==> config.mk <==
export PLATFORM = sky130hd
export DESIGN_NAME = spi_mem_slave
export DESIGN_NICKNAME = d
export VERILOG_FILES = /design/src/rtl/spi_mem_slave.sv
export SDC_FILE = /design/constraint.sdc
export NUM_CORES = 1
export LEC_CHECK = 0
export CELL_PAD_IN_SITES_DETAIL_PLACEMENT = 1
export CELL_PAD_IN_SITES_GLOBAL_PLACEMENT = 1
export CORE_ASPECT_RATIO = 0.6
export CORE_MARGIN = 10
export CORE_UTILIZATION = 44
export CTS_CLUSTER_DIAMETER = 80
export CTS_CLUSTER_SIZE = 20
export DETAILED_ROUTE_END_ITERATION = 8
export PLACE_DENSITY = 0.83
export REMOVE_ABC_BUFFERS = 1
export SYNTH_ARGS = -nofsm -noshare
export SYNTH_HDL_FRONTEND = slang
export SYNTH_SLANG_ARGS = --single-unit
==> constraint.sdc <==
create_clock -name clk -period 2.75 [get_ports clk]
set_clock_uncertainty 0.1 [all_clocks]
set_input_delay 0.4125 -clock clk [delete_from_list [all_inputs] [get_ports clk]]
set_output_delay 0.4125 -clock clk [all_outputs]
set_load 0.1 [all_outputs]
==> src/rtl/spi_mem_slave.sv <==
// SPI mode-0 slave giving a host word-level read/write access to a memory port.
// Optional build macro SPI_MEM_STATUS_EN adds the status-read command 0x05.
module spi_mem_slave #(
    parameter int ADDR_W = 12,
    parameter int DATA_W = 32
) (
    input  logic              clk,
    input  logic              reset,
    input  logic              sclk,
    input  logic              cs_n,
    input  logic              mosi,
    output logic              miso,
    output logic              miso_oe,
    output logic [ADDR_W-1:0] mem_addr,
    output logic [DATA_W-1:0] mem_wdata,
    output logic              mem_we,
    output logic              mem_re,
    input  logic [DATA_W-1:0] mem_rdata,
    output logic              busy
);
    localparam int CNT_MAX = (DATA_W > 16) ? DATA_W : 16;
    localparam int CNT_W   = $clog2(CNT_MAX);

    localparam logic [2:0] ST_IDLE   = 3'd0;
    localparam logic [2:0] ST_CMD    = 3'd1;
    localparam logic [2:0] ST_ADDR   = 3'd2;
    localparam logic [2:0] ST_WDATA  = 3'd3;
    localparam logic [2:0] ST_RDATA  = 3'd4;
    localparam logic [2:0] ST_IGNORE = 3'd5;
`ifdef SPI_MEM_STATUS_EN
    localparam logic [2:0] ST_STATUS = 3'd6;
`endif

    logic [2:0] sclk_sync_q;
    logic [1:0] cs_sync_q;
    logic [1:0] mosi_sync_q;
    logic       sclk_rise;
    logic       sclk_fall;
    logic       cs_hi;
    logic       mosi_s;

    // cs_n synchronizer resets to deselected so the FSM stays idle out of reset.
    always_ff @(posedge clk or negedge reset) begin
        if (!reset) begin
            sclk_sync_q <= '0;
            cs_sync_q   <= 2'b11;
            mosi_sync_q <= '0;
        end else begin
            sclk_sync_q <= {sclk_sync_q[1:0], sclk};
            cs_sync_q   <= {cs_sync_q[0], cs_n};
            mosi_sync_q <= {mosi_sync_q[0], mosi};
        end
    end

    assign sclk_rise = sclk_sync_q[1] & ~sclk_sync_q[2];
    assign sclk_fall = ~sclk_sync_q[1] & sclk_sync_q[2];
    assign cs_hi     = cs_sync_q[1];
    assign mosi_s    = mosi_sync_q[1];

    logic [2:0]        state_q, state_d;
    logic [CNT_W-1:0]  cnt_q, cnt_d;
    logic [7:0]        cmd_q, cmd_d;
    logic [DATA_W-2:0] rx_q, rx_d;
    logic [DATA_W-1:0] tx_q, tx_d;
    logic [ADDR_W-1:0] addr_q, addr_d;
    logic [DATA_W-1:0] wdata_q, wdata_d;
    logic [DATA_W-1:0] rdata_q, rdata_d;
    logic              we_q, we_d;
    logic              re_q, re_d;
    logic              cap_q, cap_d;
    logic              ld_q, ld_d;
    logic              miso_q, miso_d;
`ifdef SPI_MEM_STATUS_EN
    logic [15:0]       wr_cnt_q, wr_cnt_d;
    logic [31:0]       stat_w;
    assign stat_w = {wr_cnt_q, 8'hA5, 8'(ADDR_W)};
`endif

    always_comb begin
        state_d = state_q;
        cnt_d   = cnt_q;
        cmd_d   = cmd_q;
        rx_d    = rx_q;
        tx_d    = tx_q;
        addr_d  = addr_q;
        wdata_d = wdata_q;
        we_d    = 1'b0;
        re_d    = 1'b0;
        cap_d   = re_q;
        ld_d    = cap_q;
        rdata_d = cap_q ? mem_rdata : rdata_q;
        miso_d  = miso_q;
`ifdef SPI_MEM_STATUS_EN
        wr_cnt_d = wr_cnt_q;
        if (we_q && wr_cnt_q != 16'hFFFF) wr_cnt_d = wr_cnt_q + 16'd1;
`endif
        if (we_q) addr_d = addr_q + ADDR_W'(1);
        if (sclk_rise) rx_d = {rx_q[DATA_W-3:0], mosi_s};
        // Prefetched read word: mem_re at T, captured at T+1, loaded here at T+2.
        if (ld_q) tx_d = rdata_q;

        case (state_q)
            ST_IDLE: begin
                cnt_d  = '0;
                miso_d = 1'b0;
                if (!cs_hi) state_d = ST_CMD;
            end
            ST_CMD: begin
                if (sclk_rise) begin
                    cnt_d = cnt_q + CNT_W'(1);
                    if (cnt_q == CNT_W'(7)) begin
                        cnt_d = '0;
                        cmd_d = {rx_q[6:0], mosi_s};
                        if (cmd_d == 8'h02 || cmd_d == 8'h03) begin
                            state_d = ST_ADDR;
`ifdef SPI_MEM_STATUS_EN
                        end else if (cmd_d == 8'h05) begin
                            state_d = ST_STATUS;
                            tx_d    = DATA_W'(stat_w);
`endif
                        end else begin
                            state_d = ST_IGNORE;
                        end
                    end
                end
            end
            ST_ADDR: begin
                if (sclk_rise) begin
                    cnt_d = cnt_q + CNT_W'(1);
                    if (cnt_q == CNT_W'(15)) begin
                        cnt_d  = '0;
                        addr_d = {rx_q[ADDR_W-2:0], mosi_s};
                        if (cmd_q == 8'h03) begin
                            state_d = ST_RDATA;
                            re_d    = 1'b1;
                        end else begin
                            state_d = ST_WDATA;
                        end
                    end
                end
            end
            ST_WDATA: begin
                if (sclk_rise) begin
                    cnt_d = cnt_q + CNT_W'(1);
                    if (cnt_q == CNT_W'(DATA_W-1)) begin
                        cnt_d   = '0;
                        we_d    = 1'b1;
                        wdata_d = {rx_q, mosi_s};
                    end
                end
            end
            ST_RDATA: begin
                if (sclk_fall) begin
                    miso_d = tx_q[DATA_W-1];
                    tx_d   = {tx_q[DATA_W-2:0], 1'b0};
                end
                if (sclk_rise) begin
                    cnt_d = cnt_q + CNT_W'(1);
                    if (cnt_q == CNT_W'(DATA_W-1)) begin
                        cnt_d  = '0;
                        addr_d = addr_q + ADDR_W'(1);
                        re_d   = 1'b1;
                    end
                end
            end
`ifdef SPI_MEM_STATUS_EN
            ST_STATUS: begin
                if (sclk_fall) begin
                    miso_d = tx_q[DATA_W-1];
                    tx_d   = {tx_q[DATA_W-2:0], 1'b0};
                end
                if (sclk_rise) begin
                    cnt_d = cnt_q + CNT_W'(1);
                    if (cnt_q == CNT_W'(DATA_W-1)) begin
                        cnt_d   = '0;
                        state_d = ST_IGNORE;
                    end
                end
            end
`endif
            ST_IGNORE: ;
            default: state_d = ST_IDLE;
        endcase

        // Deselect aborts the frame, but a write strobe for a completed word still issues.
        if (cs_hi) begin
            state_d = ST_IDLE;
            re_d    = 1'b0;
        end
    end

    always_ff @(posedge clk or negedge reset) begin
        if (!reset) begin
            state_q  <= ST_IDLE;
            cnt_q    <= '0;
            cmd_q    <= '0;
            rx_q     <= '0;
            tx_q     <= '0;
            addr_q   <= '0;
            wdata_q  <= '0;
            rdata_q  <= '0;
            we_q     <= 1'b0;
            re_q     <= 1'b0;
            cap_q    <= 1'b0;
            ld_q     <= 1'b0;
            miso_q   <= 1'b0;
`ifdef SPI_MEM_STATUS_EN
            wr_cnt_q <= '0;
`endif
        end else begin
            state_q  <= state_d;
            cnt_q    <= cnt_d;
            cmd_q    <= cmd_d;
            rx_q     <= rx_d;
            tx_q     <= tx_d;
            addr_q   <= addr_d;
            wdata_q  <= wdata_d;
            rdata_q  <= rdata_d;
            we_q     <= we_d;
            re_q     <= re_d;
            cap_q    <= cap_d;
            ld_q     <= ld_d;
            miso_q   <= miso_d;
`ifdef SPI_MEM_STATUS_EN
            wr_cnt_q <= wr_cnt_d;
`endif
        end
    end

`ifdef SPI_MEM_STATUS_EN
    assign miso_oe = (state_q == ST_RDATA) || (state_q == ST_STATUS);
`else
    assign miso_oe = (state_q == ST_RDATA);
`endif
    assign miso      = miso_oe & miso_q;
    assign busy      = (state_q != ST_IDLE);
    assign mem_addr  = addr_q;
    assign mem_wdata = wdata_q;
    assign mem_we    = we_q;
    assign mem_re    = re_q;

endmodule

==> qor.txt, run 1 <==
setup TNS: 0 ps
Slew @ Worst Pin: 616.3 ps
Layout Cells excl Fill: 925
top post-synthesis cells by area: dfrtp_1 (59%), mux2_2 (12%), nand2_1 (6.6%), mux2i_1 (4.7%), a21oi_1 (3.3%)
CP Cell Sequence: ha_1 > and3_1 > ha_1 > and3b_1 > a21oi_1 > o31ai_1 > a311oi_1 > a21o_1
sw power: 2039 µW
clock sink count: 167
CP Capture Type: flip-flop
Starting Density: 0.4546
die area: 21640 µm²
hold buffers post-CTS: 1
Combinational Power Share: 0.165
Worst Path Arrival: 2830 ps
CTS tree: done
Worst R2R End: mem_addr[11]$_DFF_PN0_
Primary FF master, synth: dfrtp_1
Bufs on Longest Clock Path: 2
Synth top area share: 0.5859
Crit path top cell by count: ha_1
CP startpoint kind: flip-flop
RSZ-0062 raised after global routing: false
Worst Hold End: sclk_sync_q[1]$_DFF_PN0_
worst hold stages: 0
CP peak stage delay: 410 ps
Worst slew margin: 0.5891
Internal: 4439 µW
largest net degree at the start of global routing: 66
leak pwr: 0.004209 µW
share of cells above drive strength 1: 0.2438
WL per Instance: 18.85 µm
total CTS buffers: 17
# DRC: 0
placed cell count: 892
EDFF count, synth: 0
crit-path max FO: 6
number of max-cap violations: 0
Sw Ratio: 0.3148
core area: 15500 µm²
Setup CP Type: flip-flop to flip-flop
reg-to-reg startpoint: cnt_q[0]$_DFFE_PN0P_
most common cell after layout, fill and taps aside: dfrtp_1
Synth Register Bits: 167
Final Hold Vio Count: 0
CP startpoint: cnt_q[0]$_DFFE_PN0P_
Hold WC Path Type: flip-flop to flip-flop
Reg2Reg Depth: 8
# resized after CTS: 0
DR iter-0 viols: 249
GRT overflow: 0
clock latency on the worst-skew pair: 420 ps
Clk pin slew, worst setup/hold paths: 70 ps
Max VDD drop: 490.1 µV
Fmax achieved: 386.4 MHz
Rows: 35
Post-CTS Repair Setup Buffers: 0
fin crit period: 2588 ps
Seq/Total Area, Yosys: 0.5934
DIE WIDTH: 183.4 µm
most frequent cells in the layout: dfrtp_1 (164), nand2_1 (123), mux2_2 (73)
Synth Warn #: 0
CP Data Required Time: 3000 ps
Die Y: 118.0 µm
initial antenna violation count: 0
post-synthesis cell count: 625
first-pass GRT wire length: 28920 µm
Clk pwr share: 0.366
I/O Buffers: 85
Hold Crit Start: sclk_sync_q[0]$_DFF_PN0_
Final HPWL DP: 12170 µm
worst hold margin: 241.1 ps
Cell variety after synth: 46
Slowest-stage cell, CP: dfrtp_1
ant diodes: 0
Seq pwr share: 0.469
io pins: 86
CTS Root Cell: clkbuf_16
filler cell count: 1643
nets: 751
Syn Std Cell Area: 7047 µm²
Vias: 4884
vias in the first global route: 5301
post-DR vias/cell: 5.280
area leader, netlist: dfrtp_1
power per cell area: 747.2 nW/µm²
status: completed
routability cong.: 0.8636
Slew Viols, Final: 0
r2r setup slk: 160 ps
Setup Viol. Count Final: 0
antenna-violating nets left: 0
Layout area overhead: 23.03%
GRT Total Usage: 0.1632
crit share post-route: 0.9411
syn_area_per_cell: 11.27 µm²
share of flip-flops with an asynchronous set or reset: 1.000
Pre-antenna DRT Iters: 4
H-tree lvl count: 4
drt total wl: 17440 µm
==> synth_stat cells, types with 3 or more instances <==
cell type    n
nor2b_1      7
o22ai_1      3
buf_2        7
nor4_1       3
mux2_2      73
and2_1       3
xor2_1       7
nor2_1      47
o21ai_0     15
nor3b_1      3
and3_1       7
ha_1         5
dfrtp_1    165
nand4_1      6
xnor2_1      3
mux2i_1     33
nand2_1    123
clkbuf_1    19
a21oi_1     46
inv_1        5
nand3_1      6
buf_1        7
==> worst max-delay path by stage <==
stage / end / slack, ps / cells after the start
floorplan: miso_q$_DFFE_PN0P_ / -1450 / 4
detailed placement: mem_addr[10]$_DFF_PN0_ / 270 / 8
global route: mem_addr[10]$_DFF_PN0_ / 10 / 8
global placement: mem_wdata[31]$_DFFE_PN0P_ / 440 / 7
finish: mem_addr[11]$_DFF_PN0_ / 160 / 8
CTS: mem_addr[11]$_DFF_PN0_ / 210 / 8
==> routing by layer <==
| metal | GRT usage | wire length [µm] |
|---|---|---|
| met5 | 0 | 0 |
| met4 | 0.02652 | 97 |
| met3 | 0.05086 | 969 |
| met2 | 0.2556 | 8073 |
| met1 | 0.2196 | 8301 |
==> power groups by stage <==
stage          Combinational [µW]  Sequential (µW)  Clock, µW
3_3_place_gp                 1000             3050          0
3_5_place_dp                 1080             3080          0
2_1_floorplan                 696             3020          0
5_1_grt                      1190             3080       2550
6_report                     1070             3040       2370
4_1_cts                      1090             3040       2430
==> cell families (layout without fill, tap and decap cells) <==
group	after synthesis	after routing	synth area share
DFF	167	167	0.5934
xor gates and xnor gates	10	10	0.01243
muxes	106	106	0.1635
and+or+nand+nor	217	217	0.1341
buffers and inverters	40	137	0.02362
adders and majority gates	6	6	0.01030
AOI/OAI and AO/OA	79	79	0.06268
==> worst max-delay path: cells and delay by family (launching register included) <==
kind,cells,cell delay (ps)
AO/OA/AOI/OAI,4,1010
adder cells (fa/ha/maj),2,520
flip-flops,1,410
AND/OR/NAND/NOR,2,490
==> metrics by stage <==
stage	power (µW)	instance area (µm²)	util	setup slack, ps
after floorplan	3712	6899	-	-1453
after global placement	4052	8054	0.5195	437.1
after detailed placement	4157	8054	0.5195	274.8
after CTS	6552	8670	0.5592	213.1
after global routing	6820	8670	0.5592	12.24
final	6478	8670	0.5592	161.8
==> sequential cells by signal (all words and copies together) (netlist names), 5 cells and up <==
name       cells
mem_wdata     32
rdata_q       32
tx_q          32
rx_q          31
mem_addr      12
cmd_q          8
cnt_q          5
==> layout make-up <==
cell class	count	area, µm²	share of cell area
multi-input combinational	418	2701	0.3116
clock inverter	15	180.2	0.02078
sequential	167	4183	0.4825
timing repair buffer	100	907.1	0.1046
clock buffer	17	425.4	0.04907
inverter	5	18.77	0.002165
tap	203	254.0	0.02930
(Power assumes the default switching activity.)
==> run 2, diff against run 1 <==
ABC_AREA = 1   (was not set)
CORE_UTILIZATION = 43   (was 44)
PLACE_DENSITY = 0.84   (was 0.83)
clock period = 2.6 ns   (was 2.75 ns; I/O delays follow)
==> run 2 against run 1 <==
  * Register-to-register slack gained 180 ps
  * First-iteration DRC count is 30% higher
  * Routed wire length is 10% higher
  * Setup slack better by 180 ps
  * Total power decreased by 5.0%
  * Final cell count increased by 21%
==> qor.txt, run 2 <==
status: completed (unchanged)
initial antenna violation count: 0 (unchanged)
Synth Register Bits: 167 (unchanged)
I/O Buffers: 85 (unchanged)
area occupied by registers: 4182 µm² (was 4183 µm²)
Setup CP Type: flip-flop to flip-flop (unchanged)
GRT Total Usage: 0.1727 (was 0.1632)
WL per Instance: 17.20 µm (was 18.85 µm)
share of cells above drive strength 1: 0.1691 (was 0.2438)
DIE WIDTH: 187.8 µm (was 183.4 µm)
share of flip-flops with an asynchronous set or reset: 1.000 (unchanged)
crit share post-route: 0.8679 (was 0.9411)
Rows: 36 (was 35)
Starting Density: 0.4430 (was 0.4546)
largest net degree at the start of global routing: 79 (was 66)
top post-synthesis cells by area: dfrtp_1 (57%), nand2_1 (11%), o21ai_0 (9.4%), mux2_2 (5.0%), inv_1 (4.9%) (was dfrtp_1 (59%), mux2_2 (12%), nand2_1 (6.6%), mux2i_1 (4.7%), a21oi_1 (3.3%))
filler cell count: 1907 (was 1643)
EDFF count, synth: 0 (unchanged)
most common cell after layout, fill and taps aside: nand2_1 (was dfrtp_1)
hold buffers post-CTS: 1 (unchanged)
Design Area, Final: 8861 µm² (was 8670 µm²)
top-count cell post-synth: nand2_1 (was dfrtp_1)
DR iter-0 viols: 323 (was 249)
Vias: 5620 (was 4884)
die area: 22660 µm² (was 21640 µm²)
CTS tree: done (unchanged)
met1 WL: 9375 µm (was 8301 µm)
most frequent cells in the layout: nand2_1 (206), dfrtp_1 (165), o21ai_0 (137) (was dfrtp_1 (164), nand2_1 (123), mux2_2 (73))
Final HPWL DP: 13230 µm (was 12170 µm)
antenna-violating nets left: 0 (unchanged)
post-DR vias/cell: 5.040 (was 5.280)
Hold WC Path Type: flip-flop to flip-flop (unchanged)
total CTS buffers: 17 (unchanged)
max layer used: met4 (unchanged)
Max VDD drop: 396.8 µV (was 490.1 µV)
Synth Warn #: 0 (unchanged)
cell family with most CP delay: buffers and inverters (was compound AO/OA/AOI/OAI gates)
area leader, netlist: dfrtp_1 (unchanged)
Layout area overhead: 22.00% (was 23.03%)
wire length on met2: 8667 µm (was 8073 µm)
CP Capture Type: flip-flop (unchanged)
CP Data Required Time: 2820 ps (was 3000 ps)
CP startpoint: cnt_q[1]$_DFFE_PN0P_ (was cnt_q[0]$_DFFE_PN0P_)
routability cong.: 0.8339 (was 0.8636)
syn_area_per_cell: 9.159 µm² (was 11.27 µm²)
GRT overflow: 0 (unchanged)
CP startpoint kind: flip-flop (unchanged)
Hold Crit Start: mosi_sync_q[0]$_DFF_PN0_ (was sclk_sync_q[0]$_DFF_PN0_)
clock latency on the worst-skew pair: 430 ps (was 420 ps)
number of max-cap violations: 0 (unchanged)
first-pass GRT wire length: 31700 µm (was 28920 µm)
Final Hold Vio Count: 0 (unchanged)
multi-input logic area: 2560 µm² (was 2701 µm²)
drt total wl: 19180 µm (was 17440 µm)
vias in the first global route: 5968 (was 5301)
crit-path max FO: 63 (was 6)
Post-CTS Repair Setup Buffers: 0 (unchanged)
Slew @ Worst Pin: 574.9 ps (was 616.3 ps)
ant diodes: 0 (unchanged)
Primary FF master, synth: dfrtp_1 (unchanged)
Slew Viols, Final: 0 (unchanged)
Worst Path Arrival: 2480 ps (was 2830 ps)
metal3 WL: 950 µm (was 969 µm)
Cell variety after synth: 39 (was 46)
Die Y: 120.7 µm (was 118.0 µm)
RSZ-0062 raised after global routing: false (unchanged)
post-synthesis cell count: 793 (was 625)
nets: 916 (was 751)
Slowest-stage cell, CP: buf_4 (was dfrtp_1)
CP Cell Sequence: ha_1 > nand2_1 > nor2_1 > ha_1 > inv_1 > nor2_2 > nand4_2 > buf_4 > inv_1 > nand2_1 > nand2_1 (was ha_1 > and3_1 > ha_1 > and3b_1 > a21oi_1 > o31ai_1 > a311oi_1 > a21o_1)
Synth top cells by count: nand2_1 (207), dfrtp_1 (165), o21ai_0 (137) (was dfrtp_1 (165), nand2_1 (123), mux2_2 (73))
Crit path top cell by count: nand2_1 (was ha_1)
# resized after CTS: 0 (unchanged)
CP peak stage delay: 470 ps (was 410 ps)
Synth top area share: 0.5685 (was 0.5859)
leak pwr: 0.004140 µW (was 0.004209 µW)
Pre-antenna DRT Iters: 4 (unchanged)
H-tree lvl count: 4 (unchanged)
Clk pin slew, worst setup/hold paths: 80 ps (was 70 ps)
power per cell area: 694.2 nW/µm² (was 747.2 nW/µm²)
Setup Viol. Count Final: 0 (unchanged)
Buf/Inv on CP: 3 (was 0)
fin crit period: 2257 ps (was 2588 ps)
clock sink count: 167 (unchanged)
Bufs on Longest Clock Path: 2 (unchanged)
Syn Std Cell Area: 7263 µm² (was 7047 µm²)
# DRC: 0 (unchanged)
Post-DP Area: 8270 µm² (was 8054 µm²)
io pins: 86 (unchanged)
CTS Root Cell: clkbuf_16 (unchanged)
Seq/Total Area, Yosys: 0.5757 (was 0.5934)
Worst slew margin: 0.6167 (was 0.5891)
Fmax achieved: 443.1 MHz (was 386.4 MHz)
core area: 16400 µm² (was 15500 µm²)
PnR worst setup slack: 343.4 ps (was 161.8 ps)
pre-CTS setup slack: 356.5 ps (was 274.8 ps)
reg-to-reg startpoint: cnt_q[1]$_DFFE_PN0P_ (was cnt_q[0]$_DFFE_PN0P_)
[run 2: final cells by class]
cell class              instances  area share
well taps                     228     0.03219
repair buffers                 96     0.09898
inverters                      99     0.04250
flip-flops and latches        167      0.4719
clock inverters                15     0.01751
multi-input cells             493      0.2889
clock buffers                  17     0.04801
[run 2: metal layers]
| layer | track usage | vias up |
|---|---|---|
| met5 | 0 | - |
| met4 | 0.04229 | 0 |
| met3 | 0.04851 | 16 |
| met2 | 0.2729 | 91 |
| met1 | 0.2307 | 2794 |
| li1 | - | 2719 |
[run 2: final timing paths]
| kind | endpoint | cells past startpoint | slack [ps] |
|---|---|---|---|
| setup / recovery | mem_wdata[31]$_DFFE_PN0P_ | 11 | 340 |
| hold / removal | mosi_sync_q[1]$_DFF_PN0_ | 0 | 260 |
| setup reg to reg | mem_wdata[31]$_DFFE_PN0P_ | 11 | 340 |
| hold reg to reg | mosi_sync_q[1]$_DFF_PN0_ | 0 | 260 |
| max in group asynchronous | mem_wdata[20]$_DFFE_PN0P_ | 3 | 1300 |
| min in group asynchronous | rdata_q[26]$_DFFE_PN0P_ | 2 | 340 |
[run 2: power by group]
group,total (µW),leakage [µW],switching [µW],internal [µW]
sequential,2850,0.00229,121,2730
combinational,797,0.00157,564,233
clock,2500,0.000285,1220,1280
total,6150,0.00414,1900,4250
[run 2: cell families (layout without fill, tap and decap cells)]
group,after synthesis,count (layout),synth area share
muxes,33,33,0.05099
AOI/OAI and AO/OA,169,169,0.1230
and+or+nand+nor,284,284,0.1671
xor gates and xnor gates,2,2,0.002412
buffers and inverters,133,227,0.07218
DFF,167,167,0.5757
adders and majority gates,5,5,0.008613
[run 2: through the flow]
step / cells / power [µW] / TNS [ps] / utilization / hold slack (ps)
detailed placement: 1082 / 3684 / 0 / 0.5044 / 234.2
finish: 1115 / 6151 / 0 / 0.5404 / 258.2
global placement: 1082 / 3654 / 0 / 0.5044 / 231.2
global route: 1115 / 6452 / 0 / 0.5404 / 261.3
CTS: 1115 / 6219 / 0 / 0.5404 / 258.8
floorplan: 759 / 3340 / -10490 / - / -5.591
==> run 3, diff against run 2 <==
MAX_ROUTING_LAYER = met4   (was not set)
SLEW_MARGIN = 15   (was not set)
clock period = 2.54 ns   (was 2.6 ns; I/O delays follow)
==> run 3 against run 2 <==
  * Total power is 2.8% higher
  * Critical path depth is 1 higher
  * Utilization is 0.18 points higher
  * Clock power is 2% higher
  * Global-route usage is 1.2 points higher
  * Sequential share of layout area is 0.16 points lower
  * Setup slack worse by 86 ps
  * Critical path type unchanged
==> qor.txt, run 3 (synthesis results as in run 2) <==
leak pwr: 0.004151 µW (was 0.004140 µW)
Sw Ratio: 0.3083 (was 0.3094)
core area: 16400 µm² (unchanged)
die area: 22660 µm² (unchanged)
most common cell after layout, fill and taps aside: nand2_1 (unchanged)
Buf/Inv on CP: 2 (was 3)
cell family with most CP delay: simple AND/OR/NAND/NOR gates (was buffers and inverters)
share of cells above drive strength 1: 0.1700 (was 0.1691)
# DRC: 0 (unchanged)
status: completed (unchanged)
Layout Cells excl Fill: 1116 (was 1115)
routability cong.: 0.8930 (was 0.8339)
DIE WIDTH: 187.8 µm (unchanged)
power per cell area: 711.3 nW/µm² (was 694.2 nW/µm²)
CTS tree: done (unchanged)
clock latency on the worst-skew pair: 440 ps (was 430 ps)
Post-CTS Repair Setup Buffers: 0 (unchanged)
post-DR vias/cell: 5.066 (was 5.040)
Clk pin slew, worst setup/hold paths: 70 ps (was 80 ps)
Internal: 4374 µW (was 4248 µW)
CP Cell Sequence: ha_1 > nand2_1 > nor2_1 > ha_1 > inv_1 > nor2_2 > buf_4 > nand2_1 > nand3_4 > nand3_1 > nand3_1 > o21ai_1 (was ha_1 > nand2_1 > nor2_1 > ha_1 > inv_1 > nor2_2 > nand4_2 > buf_4 > inv_1 > nand2_1 > nand2_1)
Rows: 36 (unchanged)
I/O Buffers: 85 (unchanged)
Fmax achieved: 438.1 MHz (was 443.1 MHz)
Final HPWL DP: 13510 µm (was 13230 µm)
crit share post-route: 0.8987 (was 0.8679)
H-tree lvl count: 4 (unchanged)
nets: 917 (was 916)
Combinational Power Share: 0.135 (was 0.130)
crit-path max FO: 6 (was 63)
GRT overflow: 0 (unchanged)
sw power: 1950 µW (was 1903 µW)
most frequent cells in the layout: nand2_1 (206), dfrtp_1 (165), o21ai_0 (137) (unchanged)
GRT Total Usage: 0.1847 (was 0.1727)
Bufs on Longest Clock Path: 2 (unchanged)
Max VDD drop: 453.1 µV (was 396.8 µV)
Slew @ Worst Pin: 558.2 ps (was 574.9 ps)
io pins: 86 (unchanged)
CP Capture Type: flip-flop (unchanged)
WL per Instance: 17.57 µm (was 17.20 µm)
filler cell count: 1929 (was 1907)
r2r setup slk: 260 ps (was 340 ps)
clock sink count: 167 (unchanged)
number of max-cap violations: 0 (unchanged)
DR iter-0 viols: 342 (was 323)
Final Hold Vio Count: 0 (unchanged)
Vias: 5654 (was 5620)
CTS Root Cell: clkbuf_16 (unchanged)
largest net degree at the start of global routing: 65 (was 79)
Starting Density: 0.4430 (unchanged)
Pwr Total: 6324 µW (was 6151 µW)
total CTS buffers: 17 (unchanged)
Seq pwr share: 0.462 (was 0.464)
Worst slew margin: 0.6279 (was 0.6167)
placed cell count: 1083 (was 1082)
CP peak stage delay: 400 ps (was 470 ps)
initial antenna violation count: 0 (unchanged)
ant diodes: 0 (unchanged)
fin crit period: 2283 ps (was 2257 ps)
Slowest-stage cell, CP: dfrtp_1 (was buf_4)
first-pass GRT wire length: 32940 µm (was 31700 µm)
drt total wl: 19610 µm (was 19180 µm)
Layout area overhead: 22.41% (was 22.00%)
RSZ-0062 raised after global routing: false (unchanged)
# resized after CTS: 0 (unchanged)
vias in the first global route: 6174 (was 5968)
Hold WC Path Type: flip-flop to flip-flop (unchanged)
Worst Path Arrival: 2490 ps (was 2480 ps)
Die Y: 120.7 µm (unchanged)
worst hold margin: 258.5 ps (was 258.2 ps)
hold buffers post-CTS: 1 (unchanged)
Slew Viols, Final: 0 (unchanged)
Clk pwr share: 0.403 (was 0.407)
Setup CP Type: flip-flop to flip-flop (unchanged)
CP startpoint kind: flip-flop (unchanged)
antenna-violating nets left: 0 (unchanged)
CP Data Required Time: 2750 ps (was 2820 ps)
Setup Viol. Count Final: 0 (unchanged)
Pre-antenna DRT Iters: 4 (unchanged)
run 3: cell types whose count changed in the layout (fill, tap and decap cells not counted):
| cell | change |
|---|---|
| inv_6 | +1 |
| buf_12 | +2 |
| clkinv_2 | -1 |
| clkinv_4 | -1 |
| clkinvlp_4 | +1 |
| inv_8 | +1 |
| buf_4 | -1 |
| clkinv_8 | -1 |
run 3: final timing paths:
path / cells past startpoint / endpoint / from
max in group asynchronous: 3 / cs_sync_q[0]$_DFF_PN1_ / reset
worst min register to register: 0 / sclk_sync_q[1]$_DFF_PN0_ / sclk_sync_q[0]$_DFF_PN0_
worst min-delay path: 0 / sclk_sync_q[1]$_DFF_PN0_ / sclk_sync_q[0]$_DFF_PN0_
min in group asynchronous: 2 / rdata_q[26]$_DFFE_PN0P_ / reset
worst max register to register: 12 / mem_addr[8]$_DFF_PN0_ / cnt_q[0]$_DFFE_PN0P_
worst max-delay path: 12 / mem_addr[8]$_DFF_PN0_ / cnt_q[0]$_DFFE_PN0P_
run 3: cell type report:
type                       instances  area, µm²  area share
inverter                          99      376.6     0.04236
multi-input combinational        493       2560      0.2879
clock inverter                    15      152.6     0.01717
timing repair buffer              97      909.6      0.1023
sequential                       167       4182      0.4703
clock buffer                      17      425.4     0.04785
tap                              228      285.3     0.03209
run 3: power by group through the flow:
stage	Clock, µW	Sequential [µW]	Combinational (µW)
3_3_place_gp	0	2960	819
6_report	2550	2920	854
5_1_grt	2740	2940	952
4_1_cts	2600	2920	857
3_5_place_dp	0	2960	846
2_1_floorplan	0	2930	492
run 3: routing by layer:
metal	part of all wire	vias up	global-route usage	routed length, µm
met1	0.49	2812	0.2420	9644
li1	-	2725	-	-
met5	0	-	-	0
met3	0.056	13	0.05482	1094
met2	0.45	104	0.2792	8749
met4	0.0063	0	0.03930	124
run 3: per-stage QoR:
stage	setup TNS, ps	area [µm²]	utilization	setup slack (ps)
CTS	0	8891	0.5423	235.4
finish	0	8891	0.5423	257.4
global placement	0	8303	0.5064	520.2
floorplan	-12470	7116	-	-384.9
detailed placement	0	8303	0.5064	331.7
global route	0	8891	0.5423	62.02
run 3: worst register-to-register path, cell delays in order (launching register included):
cell	delay, ps
dfrtp_1	400
ha_1	210
nand2_1	90
nor2_1	200
ha_1	220
inv_1	70
nor2_2	160
buf_4	160
nand2_1	130
nand3_4	160
nand3_1	90
nand3_1	90
o21ai_1	90
